`config.mk`:
```
export PLATFORM = sky130hd
export DESIGN_NAME = vga_sync_to_count_flat
export DESIGN_NICKNAME = d
export VERILOG_FILES = /design/src/rtl/vga_sync_to_count_if.sv /design/src/rtl/vga_sync_to_count.sv /design/src/flat_wrapper.sv
export SDC_FILE = /design/constraint.sdc
export NUM_CORES = 1
export LEC_CHECK = 0
export BUFFER_PORTS_ARGS = -buffer_cell sky130_fd_sc_hd__clkbuf_2
export CAP_MARGIN = 20
export CORE_ASPECT_RATIO = 2
export CORE_UTILIZATION = 54
export DETAILED_ROUTE_END_ITERATION = 16
export GPL_TIMING_DRIVEN = 0
export PLACE_DENSITY_LB_ADDON = 0.3
export SLEW_MARGIN = 25
export SYNTH_ARGS = -nofsm -noshare
export SYNTH_HDL_FRONTEND = slang
export SYNTH_SLANG_ARGS = --single-unit
```
`constraint.sdc`:
```
create_clock -name i_Clk -period 1.9 [get_ports i_Clk]
set_input_delay 0.19 -clock i_Clk [delete_from_list [all_inputs] [get_ports i_Clk]]
set_output_delay 0.19 -clock i_Clk [all_outputs]
set_load 0.01 [all_outputs]
```
`src/rtl/vga_sync_to_count_if.sv`:
```
// Sync-input / recovered-timing bundle between a VGA sync source and vga_sync_to_count.
// The master drives the raw syncs. The slave returns the delayed syncs, counts and lock status.
`timescale 1ns/1ps
interface vga_sync_to_count_if;
    logic       i_HSync;
    logic       i_VSync;
    logic       o_HSync;
    logic       o_VSync;
    logic [9:0] o_Col_Count;
    logic [9:0] o_Row_Count;
    logic       o_Display_On;
    logic       o_Locked;
    logic       o_Sync_Err;

    modport master (
        output i_HSync,
        output i_VSync,
        input  o_HSync,
        input  o_VSync,
        input  o_Col_Count,
        input  o_Row_Count,
        input  o_Display_On,
        input  o_Locked,
        input  o_Sync_Err
    );

    modport slave (
        input  i_HSync,
        input  i_VSync,
        output o_HSync,
        output o_VSync,
        output o_Col_Count,
        output o_Row_Count,
        output o_Display_On,
        output o_Locked,
        output o_Sync_Err
    );
endinterface

```
`src/rtl/vga_sync_to_count.sv`:
```
// Recovers VGA column/row counts from an incoming HSync/VSync pair.
// Flywheels through missing pulses and tracks lock over consecutive clean frames.
`timescale 1ns/1ps
module vga_sync_to_count #(
    parameter int TOTAL_COLS  = 800,
    parameter int TOTAL_ROWS  = 525,
    parameter int ACTIVE_COLS = 640,
    parameter int ACTIVE_ROWS = 480,
    parameter int LOCK_FRAMES = 2
) (
    input  logic                    i_Clk,
    input  logic                    i_Rst_L,
    vga_sync_to_count_if.slave      bus
);

    localparam logic [9:0] COL_LAST   = 10'(TOTAL_COLS - 1);
    localparam logic [9:0] ROW_LAST   = 10'(TOTAL_ROWS - 1);
    localparam logic [9:0] COL_ACTIVE = 10'(ACTIVE_COLS);
    localparam logic [9:0] ROW_ACTIVE = 10'(ACTIVE_ROWS);
    localparam int         GOOD_W     = $clog2(LOCK_FRAMES + 1);
    localparam logic [GOOD_W-1:0] GOOD_LAST = GOOD_W'(LOCK_FRAMES - 1);

    localparam logic [1:0] ST_SEARCH  = 2'd0;
    localparam logic [1:0] ST_ACQUIRE = 2'd1;
    localparam logic [1:0] ST_LOCKED  = 2'd2;

    logic              p_h;
    logic              p_v;
    logic              hs_q;
    logic              vs_q;
    logic [9:0]        col;
    logic [9:0]        row;
    logic [9:0]        row_next;
    logic              rise_h;
    logic              rise_v;
    logic              h_exp;
    logic              v_exp;
    logic              timing_err;
    logic [1:0]        state;
    logic [GOOD_W-1:0] good_cnt;
    logic              err_q;

    assign rise_h = bus.i_HSync & ~p_h;
    assign rise_v = bus.i_VSync & ~p_v;

    assign h_exp    = (col == COL_LAST);
    assign v_exp    = h_exp && (row == ROW_LAST);
    assign row_next = (row == ROW_LAST) ? 10'd0 : row + 10'd1;

    // A VSync rise at end of frame also stands in for the expected HSync rise there.
    assign timing_err = (rise_v && !v_exp)
                     || (rise_h && !h_exp)
                     || (h_exp && !rise_h && !rise_v)
                     || (v_exp && !rise_v);

    // Edge history resets high so a sync already high at reset release is not an edge.
    always_ff @(posedge i_Clk or negedge i_Rst_L) begin
        if (!i_Rst_L) begin
            p_h  <= 1'b1;
            p_v  <= 1'b1;
            hs_q <= 1'b0;
            vs_q <= 1'b0;
        end else begin
            p_h  <= bus.i_HSync;
            p_v  <= bus.i_VSync;
            hs_q <= bus.i_HSync;
            vs_q <= bus.i_VSync;
        end
    end

    always_ff @(posedge i_Clk or negedge i_Rst_L) begin
        if (!i_Rst_L) begin
            col <= 10'd0;
            row <= 10'd0;
        end else if (rise_v) begin
            col <= 10'd0;
            row <= 10'd0;
        end else if (rise_h || h_exp) begin
            col <= 10'd0;
            row <= row_next;
        end else begin
            col <= col + 10'd1;
        end
    end

    always_ff @(posedge i_Clk or negedge i_Rst_L) begin
        if (!i_Rst_L) begin
            state    <= ST_SEARCH;
            good_cnt <= '0;
            err_q    <= 1'b0;
        end else begin
            err_q <= 1'b0;
            case (state)
                ST_SEARCH: begin
                    if (rise_v) begin
                        state    <= ST_ACQUIRE;
                        good_cnt <= '0;
                    end
                end
                ST_ACQUIRE: begin
                    if (timing_err) begin
                        good_cnt <= '0;
                        err_q    <= 1'b1;
                    end else if (rise_v) begin
                        good_cnt <= good_cnt + 1'b1;
                        if (good_cnt == GOOD_LAST) begin
                            state <= ST_LOCKED;
                        end
                    end
                end
                ST_LOCKED: begin
                    if (timing_err) begin
                        state    <= ST_ACQUIRE;
                        good_cnt <= '0;
                        err_q    <= 1'b1;
                    end
                end
                default: begin
                    state    <= ST_SEARCH;
                    good_cnt <= '0;
                end
            endcase
        end
    end

    assign bus.o_HSync      = hs_q;
    assign bus.o_VSync      = vs_q;
    assign bus.o_Col_Count  = col;
    assign bus.o_Row_Count  = row;
    assign bus.o_Locked     = (state == ST_LOCKED);
    assign bus.o_Sync_Err   = err_q;
    assign bus.o_Display_On = (state == ST_LOCKED) && (col < COL_ACTIVE) && (row < ROW_ACTIVE);

endmodule

```
`src/flat_wrapper.sv`:
```
// flat-port wrapper written by rule: the top's interface ports become plain ports
module vga_sync_to_count_flat 
#(
    parameter int TOTAL_COLS  = 800,
    parameter int TOTAL_ROWS  = 525,
    parameter int ACTIVE_COLS = 640,
    parameter int ACTIVE_ROWS = 480,
    parameter int LOCK_FRAMES = 2
)
  (i_Clk, i_Rst_L, bus_i_HSync, bus_i_VSync, bus_o_HSync, bus_o_VSync, bus_o_Col_Count, bus_o_Row_Count, bus_o_Display_On, bus_o_Locked, bus_o_Sync_Err);
  vga_sync_to_count_if bus_i ();
  input  logic i_Clk;
  input  logic i_Rst_L;
  input wire logic [$bits(bus_i.i_HSync)-1:0] bus_i_HSync;
  input wire logic [$bits(bus_i.i_VSync)-1:0] bus_i_VSync;
  output wire logic [$bits(bus_i.o_HSync)-1:0] bus_o_HSync;
  output wire logic [$bits(bus_i.o_VSync)-1:0] bus_o_VSync;
  output wire logic [$bits(bus_i.o_Col_Count)-1:0] bus_o_Col_Count;
  output wire logic [$bits(bus_i.o_Row_Count)-1:0] bus_o_Row_Count;
  output wire logic [$bits(bus_i.o_Display_On)-1:0] bus_o_Display_On;
  output wire logic [$bits(bus_i.o_Locked)-1:0] bus_o_Locked;
  output wire logic [$bits(bus_i.o_Sync_Err)-1:0] bus_o_Sync_Err;
  assign bus_i.i_HSync = bus_i_HSync;
  assign bus_i.i_VSync = bus_i_VSync;
  assign bus_o_HSync = bus_i.o_HSync;
  assign bus_o_VSync = bus_i.o_VSync;
  assign bus_o_Col_Count = bus_i.o_Col_Count;
  assign bus_o_Row_Count = bus_i.o_Row_Count;
  assign bus_o_Display_On = bus_i.o_Display_On;
  assign bus_o_Locked = bus_i.o_Locked;
  assign bus_o_Sync_Err = bus_i.o_Sync_Err;
  vga_sync_to_count #(.TOTAL_COLS(TOTAL_COLS), .TOTAL_ROWS(TOTAL_ROWS), .ACTIVE_COLS(ACTIVE_COLS), .ACTIVE_ROWS(ACTIVE_ROWS), .LOCK_FRAMES(LOCK_FRAMES)) u_core (.i_Clk(i_Clk), .i_Rst_L(i_Rst_L), .bus(bus_i));
endmodule
```
==> results of run 1 <==
-- worst paths after layout --
check,endpoint,startpoint
worst max register to register,u_core.state[0]$_DFFE_PN0P_,u_core.bus.o_Col_Count[7]$_DFF_PN0_
max in group asynchronous,u_core.bus.o_Row_Count[0]$_DFFE_PN0P_,i_Rst_L
worst max-delay path,u_core.state[0]$_DFFE_PN0P_,u_core.bus.o_Col_Count[7]$_DFF_PN0_
min in group asynchronous,u_core.bus.o_Col_Count[6]$_DFF_PN0_,i_Rst_L
worst min register to register,u_core.good_cnt[1]$_DFFE_PN0P_,u_core.good_cnt[1]$_DFFE_PN0P_
worst min-delay path,u_core.p_v$_DFF_PN1_,bus_i_VSync
-- cell families (layout without fill, tap and decap cells) --
family / Yosys count / after routing / synth area share, %
mux: 1 / 1 / 0.652
buf+inv: 8 / 52 / 2.12
compound gates: 30 / 30 / 12.8
fa+ha+maj: 7 / 7 / 5.70
simple gates: 77 / 77 / 26.7
xor+xnor: 8 / 8 / 4.56
flops: 29 / 29 / 47.4
-- state kept, by name, summed over array words and instances, names as in the netlist --
register / count
u_core.bus.o_Col_Count: 10
u_core.bus.o_VSync: 1
u_core.p_h: 1
u_core.state: 2
u_core.good_cnt: 2
u_core.bus.o_Row_Count: 10
u_core.bus.o_HSync: 1
u_core.bus.o_Sync_Err: 1
u_core.p_v: 1
-- layer usage --
layer	vias up	wire length, um	global-route usage [%]
met4	0	92	11.4
li1	643	-	-
met3	10	123	6.86
met5	-	0	0
met1	656	1330	26.6
met2	38	1980	46.9
-- worst register-to-register path, stage by stage (launching register included) --
cell	delay [ps]
dfrtp_1	440
nor4b_2	430
and3_4	300
o21ai_2	70
o21ai_2	230
nand2b_1	160
a22oi_2	60
-- placed cells by master (no fill, tap or decap), types with 2 or more instances in the layout --
cell,Yosys,final
nand2_1,19,19
nor2_1,20,19
nand2b_1,5,5
clkbuf_8,0,7
xor2_1,5,5
o21ai_1,5,6
clkbuf_2,0,28
xnor2_1,3,3
dfrtp_1,27,26
and4_1,3,2
ha_1,7,6
nor2b_1,2,2
o21ai_0,14,11
a21oi_1,3,2
inv_1,6,6
dfstp_2,2,2
and4_4,1,2
and2_1,2,2
buf_4,0,7
o21ai_2,1,3
nand4_1,3,3
and3_1,3,3
nor3_1,2,2
o31ai_1,3,3
nand3_1,11,10
-- stage by stage --
step / setup WS (ps) / area, um2
finish: 83.0 / 1920
global route: -56.3 / 1920
CTS: 14.5 / 1850
detailed placement: -120 / 1710
global placement: -41.8 / 1710
floorplan: 87.4 / 1540
-- power groups by stage --
stage | Clock (W) | Sequential (W) | Combinational, W
global route | 0.000592 | 0.000722 | 0.000306
finish | 0.000558 | 0.000716 | 0.000276
global placement | 0 | 0.000732 | 0.000199
detailed placement | 0 | 0.000734 | 0.000206
CTS | 0.000564 | 0.000725 | 0.000215
floorplan | 0 | 0.000745 | 0.0000952
-- layout make-up --
type,count,area (um2),share of cell area (%)
Timing Repair Buffer,36,203,10.6
Clock buffer,7,96.3,5.03
Buffer,2,16.3,0.849
Clock inverter,1,5.00,0.261
Sequential cell,29,729,38.1
Tap cell,29,36.3,1.89
Multi-Input combinational cell,123,807,42.1
Inverter,6,22.5,1.18
-- repair_timing --
action	CTS	global route
endpoints found under the setup margin	12	8
hold buffers	1	0
hold endpoints to repair	27	0
buffers inserted	0	7
gates resized for setup	9	7
cloned	0	0
pin swaps	2	4
==> results_dict.tcl, run 1 <==
set metrics [dict create \
    outcome "finished clean" \
    combPwrFrac_pct 17.8 \
    clk_pin_slew_ps 70 \
    first_global_vias 1353 \
    ys_types 34 \
    post-route-util_pct 70.0 \
    viasPerCell 5.78 \
    start_util_pct 56.1 \
    async_flop_share_pct 100 \
    hold_depth 1 \
    seq_power_share_pct 46.2 \
    gr-usage-all-layers_pct 26.5 \
    root_buffer "clkbuf_8" \
    synth_most_common_cell "dfrtp_1" \
    synth_edf_count 0 \
    crit_fanout 6 \
    num_vias 1347 \
    cap_violations 0 \
    drt-total-wl_mm 3.52 \
    finalSetupTns_ps 0 \
    syn_area_um2 1540 \
    power_density_nw_per_um2 809 \
    cts_buffers 5 \
    ys_ff_latch 29 \
    cp-end-kind "register" \
    ff2ff_path_depth 6 \
    ctsLongestPathBuffers 2 \
    cp_num_buf_inv 0 \
    maxSlewViolCount 0 \
    synthTopCellsByArea "dfrtp_1 44%, ha_1 5.7%, nor2_1 4.9%, nand2_1 4.6%, o21ai_0 4.6%" \
    syn-mean-instance-area_um2 9.60 \
    io_buffers 28 \
    sw_frac_of_total_pct 27.7 \
    p_leak_nw 0.900 \
    final_antenna_net_count 0 \
    area_delta_synth_final_pct 24.8 \
    syn_inst 160 \
    intPower_w 0.00112 \
    worst_pin_slew_ps 735 \
    fillers 214 \
    skew_ps 8.70 \
    peakVddDrop_uv 555 \
    path_class "register to register" \
    post-route-min-period_ps 1820 \
    clk_latency_ps 280 \
    finalNonFillerCells 233 \
    htreeDepth 2 \
    grt_overflow_total 0 \
    worstSetupPathDepth 6 \
    drc 0 \
    cts_tree "yes" \
    crit_family "simple AND/OR/NAND/NOR gates" \
    pwr-share-clk_pct 36.0 \
    p_sw_w 0.000430 \
    fmax_mhz 550 \
    die_h_um 77.4 \
    critPathSlowestCell "dfrtp_1" \
    maxSlewHeadroom_pct 51.0 \
    wl_per_cell_um 15.1 \
    grt_max_degree 30 \
    cp-start-kind "register" \
    holdWs_ps 24.2 \
    layout-drive-gt1-share_pct 31.9 \
    io_pins 29 \
    cp_common_cell "o21ai_2" \
    dr.pass1.iters 4 \
    nNetsFinal 214 \
    core_area_um2 2740 \
    min_period_over_period_pct 95.6 \
    setup_viol_count_final 0 \
    dp_hpwl_mm 2.52 \
    yosysWarnings 0 \
    cts.sinks 29 \
    cpPeakStageDelay_ps 440 \
    synth_top_area_share_pct 44.0 \
    arrival_ps 1980 \
    ys.flop_type "dfrtp_1" \
    synth_seq_area_share_pct 47.4 \
    synth_nets 171 \
    grt_pass1_wl_mm 5.79 \
    antennaDiodeCount 0 \
    power_w 0.00155 \
    drt_iter0_markers 47 \
    hold_path_class "primary input to register" \
    r2r_slack_ps 80 \
    die_x_um 39.7 \
    grt_antenna_before_repair 0 \
    dp_cells 217 \
    gp_congestion 0.802 \
    hold_violations 0 \
    required_ps 2060 \
    synth_common_cells "27 x dfrtp_1, 20 x nor2_1, 19 x nand2_1" \
    rows 27 \
    crit_chain "nor4b_2, and3_4, o21ai_2, o21ai_2, nand2b_1, a22oi_2" \
    synth_area_leader_cell "dfrtp_1" \
    dieArea_um2 3070 \
]
Note: power is estimated with default switching activity, not from simulation.
==> inputs of run 2 (changes only) <==
--- a/config.mk
+++ b/config.mk
@@ -7,8 +7,11 @@
 export LEC_CHECK = 0
 export BUFFER_PORTS_ARGS = -buffer_cell sky130_fd_sc_hd__clkbuf_2
 export CAP_MARGIN = 20
+export CELL_PAD_IN_SITES_DETAIL_PLACEMENT = 0
+export CELL_PAD_IN_SITES_GLOBAL_PLACEMENT = 2
 export CORE_ASPECT_RATIO = 2
-export CORE_UTILIZATION = 54
+export CORE_UTILIZATION = 38
+export CTS_BUF_LIST = sky130_fd_sc_hd__clkbuf_4
 export DETAILED_ROUTE_END_ITERATION = 16
 export GPL_TIMING_DRIVEN = 0
 export PLACE_DENSITY_LB_ADDON = 0.3
==> constraint.sdc (replaced) <==
create_clock -name i_Clk -period 2.23 [get_ports i_Clk]
set_input_delay 0.223 -clock i_Clk [delete_from_list [all_inputs] [get_ports i_Clk]]
set_output_delay 0.223 -clock i_Clk [all_outputs]
set_load 0.01 [all_outputs]
==> run 2 against run 1 <==
Net effect: design area shrank 3.5%; clock power down 22%; clock-buffer cell count fell by 1; die area increased by 40%; clock skew up 4.1 ps; cell count increased by 7.3%; largest power group unchanged; via count fell by 3.0%; worst setup slack better by 98 ps; wire length is 1.9% higher; critical path type unchanged; power fell by 20%; maximum frequency shrank 11%; utilization fell by 22 points.
==> results_dict.tcl, run 2 (synthesis gave the netlist of run 1 again) <==
set metrics [dict create \
    layout_commonest_cell "clkbuf_2" \
    rows 32 \
    min_period_over_period_pct 91.9 \
    gr-usage-all-layers_pct 20.3 \
    num_vias 1307 \
    clk_pin_slew_ps 100 \
    cts_buffers 5 \
    cap_violations 0 \
    final_cell_mix "28 x clkbuf_2, 27 x dfrtp_1, 20 x nor2_1" \
    root_buffer "clkbuf_4" \
    fmax_mhz 488 \
    grt_max_degree 30 \
    drt_iter0_markers 8 \
    ctsLongestPathBuffers 2 \
    die_h_um 91.9 \
    crit_chain "inv_1, ha_1, and4bb_2, a31oi_4, a211oi_2, o21ai_1, nand2b_1, a22oi_2" \
    grt_antenna_before_repair 0 \
    antennaDiodeCount 0 \
    required_ps 2440 \
    viasPerCell 5.23 \
    p_leak_nw 0.861 \
    peakVddDrop_uv 416 \
    cp_num_buf_inv 1 \
    first_global_vias 1338 \
    drc 0 \
    gp_congestion 0.709 \
    hold_path_class "primary input to async pin" \
    htreeDepth 2 \
    path_class "register to register" \
    finalSetupTns_ps 0 \
    power_w 0.00123 \
    grt_overflow_total 0 \
    nNetsFinal 209 \
    dp_hpwl_mm 2.75 \
    dr.pass1.iters 4 \
    power_density_nw_per_um2 667 \
    io_buffers 28 \
    cp-end-kind "register" \
    skew_ps 12.8 \
    cts_tree "yes" \
    dieArea_um2 4310 \
    rsz0062_at_grt "false" \
    crit_fanout 7 \
    maxSlewViolCount 0 \
    fillers 403 \
    crit_family "compound AO/OA/AOI/OAI gates" \
    critPathSlowestCell "dfrtp_1" \
    die_x_um 46.9 \
    worst_pin_slew_ps 757 \
    io_pins 29 \
    final_antenna_net_count 0 \
    area_delta_synth_final_pct 20.4 \
    layout-drive-gt1-share_pct 24.6 \
    cpPeakStageDelay_ps 470 \
    drt-total-wl_mm 3.59 \
    maxSlewHeadroom_pct 49.5 \
    post-route-min-period_ps 2050 \
    cp-start-kind "register" \
    grt_pass1_wl_mm 6.33 \
    hold_violations 0 \
    setup_viol_count_final 0 \
    cts.sinks 29 \
    post-route-util_pct 48.1 \
    start_util_pct 39.9 \
    outcome "finished clean" \
    arrival_ps 2250 \
    clk_latency_ps 330 \
    core_area_um2 3840 \
    wl_per_cell_um 14.4 \
]
run 2: cell count changes in the layout (fill, tap and decap cells not counted), moves of 2 or more:
cell and change:
o21ai_0 +3, clkbuf_8 -7, o21ai_2 -2, buf_4 -7, clkbuf_4 +6, dlygate4sd3_1 +2
run 2: layout make-up:
class                           count  area, um2  share of cell area (%)
Inverter                            6       22.5                    1.22
Buffer                              2       10.0                   0.542
Sequential cell                    29        728                    39.4
Multi-Input combinational cell    123        774                    41.9
Clock buffer                        6       45.0                    2.44
Clock inverter                      2       33.8                    1.83
Timing Repair Buffer               31        170                    9.21
Tap cell                           51       63.8                    3.45
run 2: what timing repair did:
action	in CTS	in global routing
endpoints found under the setup margin	0	0
hold buffers	3	0
resized for setup	0	0
hold endpoints to repair	29	0
buffers inserted	0	0
run 2: worst register-to-register path, stage by stage (launching register included):
cell	delay (ps)
dfrtp_1	470
inv_1	80
ha_1	200
and4bb_2	260
a31oi_4	290
a211oi_2	110
o21ai_1	290
nand2b_1	170
a22oi_2	50
run 2: power by group:
part / internal (W) / total [W] / switching (W) / leakage, nW
Combinational: 0.0000718 / 0.000179 / 0.000107 / 0.438
Sequential: 0.000567 / 0.000621 / 0.0000542 / 0.380
Clock: 0.000245 / 0.000433 / 0.000187 / 0.0433
Total: 0.000884 / 0.00123 / 0.000348 / 0.861
run 2: stage by stage:
stage / instances / setup WS [ps] / hold slack (ps) / area, um2
finish: 250 / 181 / 480 / 1850
global route: 250 / 40.8 / 548 / 1850
CTS: 250 / 172 / 492 / 1850
detailed placement: 239 / 205 / 316 / 1740
global placement: 239 / 249 / 308 / 1740
floorplan: 160 / 417 / -72.6 / 1540
run 2: metal layers:
metal  track usage, %  part of all wire [%]  vias up
met2             36.1                    56       27
met4             7.86                   1.9        0
met5                0                     0        -
met3             2.95                   2.6        6
li1                 -                     -      636
met1             22.3                    39      638
run 2: path summary, 6_finish.rpt:
check                      cells past startpoint                                   to  slack, ps                                  start
hold reg to reg                                1       u_core.good_cnt[0]$_DFFE_PN0P_        510         u_core.good_cnt[0]$_DFFE_PN0P_
hold / removal                                 2  u_core.bus.o_Col_Count[0]$_DFF_PN0_        480                                i_Rst_L
setup / recovery                               8          u_core.state[0]$_DFFE_PN0P_        180  u_core.bus.o_Row_Count[0]$_DFFE_PN0P_
setup reg to reg                               8          u_core.state[0]$_DFFE_PN0P_        180  u_core.bus.o_Row_Count[0]$_DFFE_PN0P_
min in group i_Clk                             1       u_core.good_cnt[0]$_DFFE_PN0P_        510         u_core.good_cnt[0]$_DFFE_PN0P_
max in group asynchronous                      2  u_core.bus.o_Col_Count[6]$_DFF_PN0_       1260                                i_Rst_L
==> inputs of run 3 (changes only) <==
--- a/config.mk
+++ b/config.mk
@@ -10,7 +10,7 @@
 export CELL_PAD_IN_SITES_DETAIL_PLACEMENT = 0
 export CELL_PAD_IN_SITES_GLOBAL_PLACEMENT = 2
 export CORE_ASPECT_RATIO = 2
-export CORE_UTILIZATION = 38
+export CORE_UTILIZATION = 35
 export CTS_BUF_LIST = sky130_fd_sc_hd__clkbuf_4
 export DETAILED_ROUTE_END_ITERATION = 16
 export GPL_TIMING_DRIVEN = 0
==> constraint.sdc (replaced) <==
create_clock -name i_Clk -period 2 [get_ports i_Clk]
set_input_delay 0.2 -clock i_Clk [delete_from_list [all_inputs] [get_ports i_Clk]]
set_output_delay 0.2 -clock i_Clk [all_outputs]
set_load 0.02 [all_outputs]
==> run 3 against run 2 <==
Net effect: critical path depth did not move; clock skew shrank 2.2 ps; clock power shrank 17%; design area up 2.2%; sequential share of layout area is 0.79 points lower; clock-buffer cell count is the same; sequential cell count did not move; wire length up 0.50%; critical endpoint is now u_core.bus.o_Row_Count[9]$_DFFE_PN0P_.
==> results_dict.tcl, run 3 (synthesis gave the netlist of run 1 again) <==
set metrics [dict create \
    outcome "finished clean" \
    final_cell_mix "28 x clkbuf_2, 26 x dfrtp_1, 19 x nor2_1, 19 x nand2_1, 13 x o21ai_0" \
    fmax_mhz 529 \
    crit_family "simple AND/OR/NAND/NOR gates" \
    dp_hpwl_mm 2.75 \
    power_density_nw_per_um2 705 \
    route.met3.wl_um 117 \
    die_x_um 48.8 \
    cts_tree "yes" \
    ctsLongestPathBuffers 2 \
    dr.max_layer_used "met4" \
    cp-end-kind "register" \
    r2r-start "u_core.bus.o_Col_Count[0]$_DFF_PN0_" \
    cp_num_buf_inv 1 \
    critPathSlowestCell "dfrtp_1" \
    rows 33 \
    cts_buffers 5 \
    maxSlewViolCount 0 \
    post-route-min-period_ps 1890 \
    start_util_pct 37.2 \
    wl_met2_mm 2.00 \
    met1_length_mm 1.37 \
    maxSlewHeadroom_pct 50.6 \
    final_area_um2 1890 \
    setup_viol_count_final 0 \
    p_leak_nw 0.890 \
    drt_iter0_markers 21 \
    grt_overflow_total 0 \
    grt_pass1_wl_mm 6.40 \
    peakVddDrop_uv 386 \
    root_buffer "clkbuf_4" \
    worst_pin_slew_ps 741 \
    io_pins 29 \
    path_class "register to register" \
    required_ps 2210 \
    startpoint "u_core.bus.o_Col_Count[0]$_DFF_PN0_" \
    gp_congestion 0.777 \
    htreeDepth 2 \
    antennaDiodeCount 0 \
    hold_violations 0 \
    final_antenna_net_count 0 \
    cap_violations 0 \
    io_buffers 28 \
    hold_path_class "primary input to async pin" \
    num_vias 1309 \
    die_h_um 95.7 \
    wl_per_cell_um 14.0 \
    skew_ps 10.5 \
    grt_antenna_before_repair 0 \
    core_area_um2 4130 \
    first_global_vias 1369 \
    arrival_ps 2100 \
    cp-start-kind "register" \
    area_delta_synth_final_pct 23.1 \
    clk_pin_slew_ps 100 \
    placed_area_um2 1740 \
    nNetsFinal 216 \
    viasPerCell 5.07 \
    power_w 0.00133 \
    drt-total-wl_mm 3.61 \
    crit_chain "ha_1, and4_2, and3_2, nor2_2, buf_4, nor2_1, mux2i_1, o21ai_1" \
    dieArea_um2 4670 \
    min_period_over_period_pct 94.5 \
    cts.sinks 29 \
    dr.pass1.iters 3 \
    grt_max_degree 30 \
    drc 0 \
    layout_commonest_cell "clkbuf_2" \
    gr-usage-all-layers_pct 18.3 \
    crit_fanout 10 \
    clk_latency_ps 330 \
    layout-drive-gt1-share_pct 29.6 \
    cpPeakStageDelay_ps 410 \
]
run 3: cell types whose count changed in the layout (fill, tap and decap cells not counted), sizes merged:
cell,before,now
clkinv,1,2
buf,2,9
bufinv,1,0
run 3: path summary, 6_finish.rpt:
check / end / slack [ps] / depth (start not counted)
worst max-delay path: u_core.bus.o_Row_Count[9]$_DFFE_PN0P_ / 110 / 8
worst min register to register: u_core.good_cnt[0]$_DFFE_PN0P_ / 510 / 1
max in group asynchronous: u_core.bus.o_Row_Count[0]$_DFFE_PN0P_ / 1040 / 2
worst max register to register: u_core.bus.o_Row_Count[9]$_DFFE_PN0P_ / 110 / 8
min in group i_Clk: u_core.good_cnt[0]$_DFFE_PN0P_ / 510 / 1
worst min-delay path: u_core.bus.o_Col_Count[6]$_DFF_PN0_ / 450 / 2
run 3: routing by layer:
layer,up-vias,global-route usage (%)
met1,628,18.3
li1,646,-
met4,0,10.3
met5,-,0
met2,26,34.3
met3,9,4.15
run 3: final cells by class:
cell class,count,area (um2)
Fill cell,438,2240
Multi-Input combinational cell,123,782
Sequential cell,29,729
Timing Repair Buffer,38,223
Tap cell,52,65.1
Clock buffer,6,45.0
Inverter,6,22.5
Buffer,2,12.5
Clock inverter,2,10.0
run 3: repair_timing:
action,4_1_cts,5_1_grt
gates resized for setup,2,4
hold buffers,3,0
pin swaps,0,1
setup buffers,0,7
setup endpoints to repair,5,10
endpoints found under the hold margin,29,0
run 3: power by group:
| group | internal, W | leakage (nW) | switching (W) |
|---|---|---|---|
| clock network | 0.000147 | 0.0354 | 0.000211 |
| logic | 0.000124 | 0.477 | 0.000174 |
| registers | 0.000633 | 0.378 | 0.0000450 |
run 3: metrics by stage:
stage                     setup TNS, ps  cells  hold slack [ps]  setup WS, ps  util (%)
after floorplan                       0    160            -95.6           125         -
after global placement                0    240              286          1.22      42.2
after detailed placement          -36.6    240              306         -27.6      42.2
after CTS                             0    251              484          15.8      44.4
after global routing              -1.95    258              517         -1.95      45.8
final                                 0    258              452           110      45.8
run 3: worst register-to-register path: cells and delay by family (launching register included):
family          cells  cell delay, ps
compound gates      1              70
fa+ha+maj           1             240
buf+inv             1             190
flops               1             410
mux                 1             130
simple gates        4             730
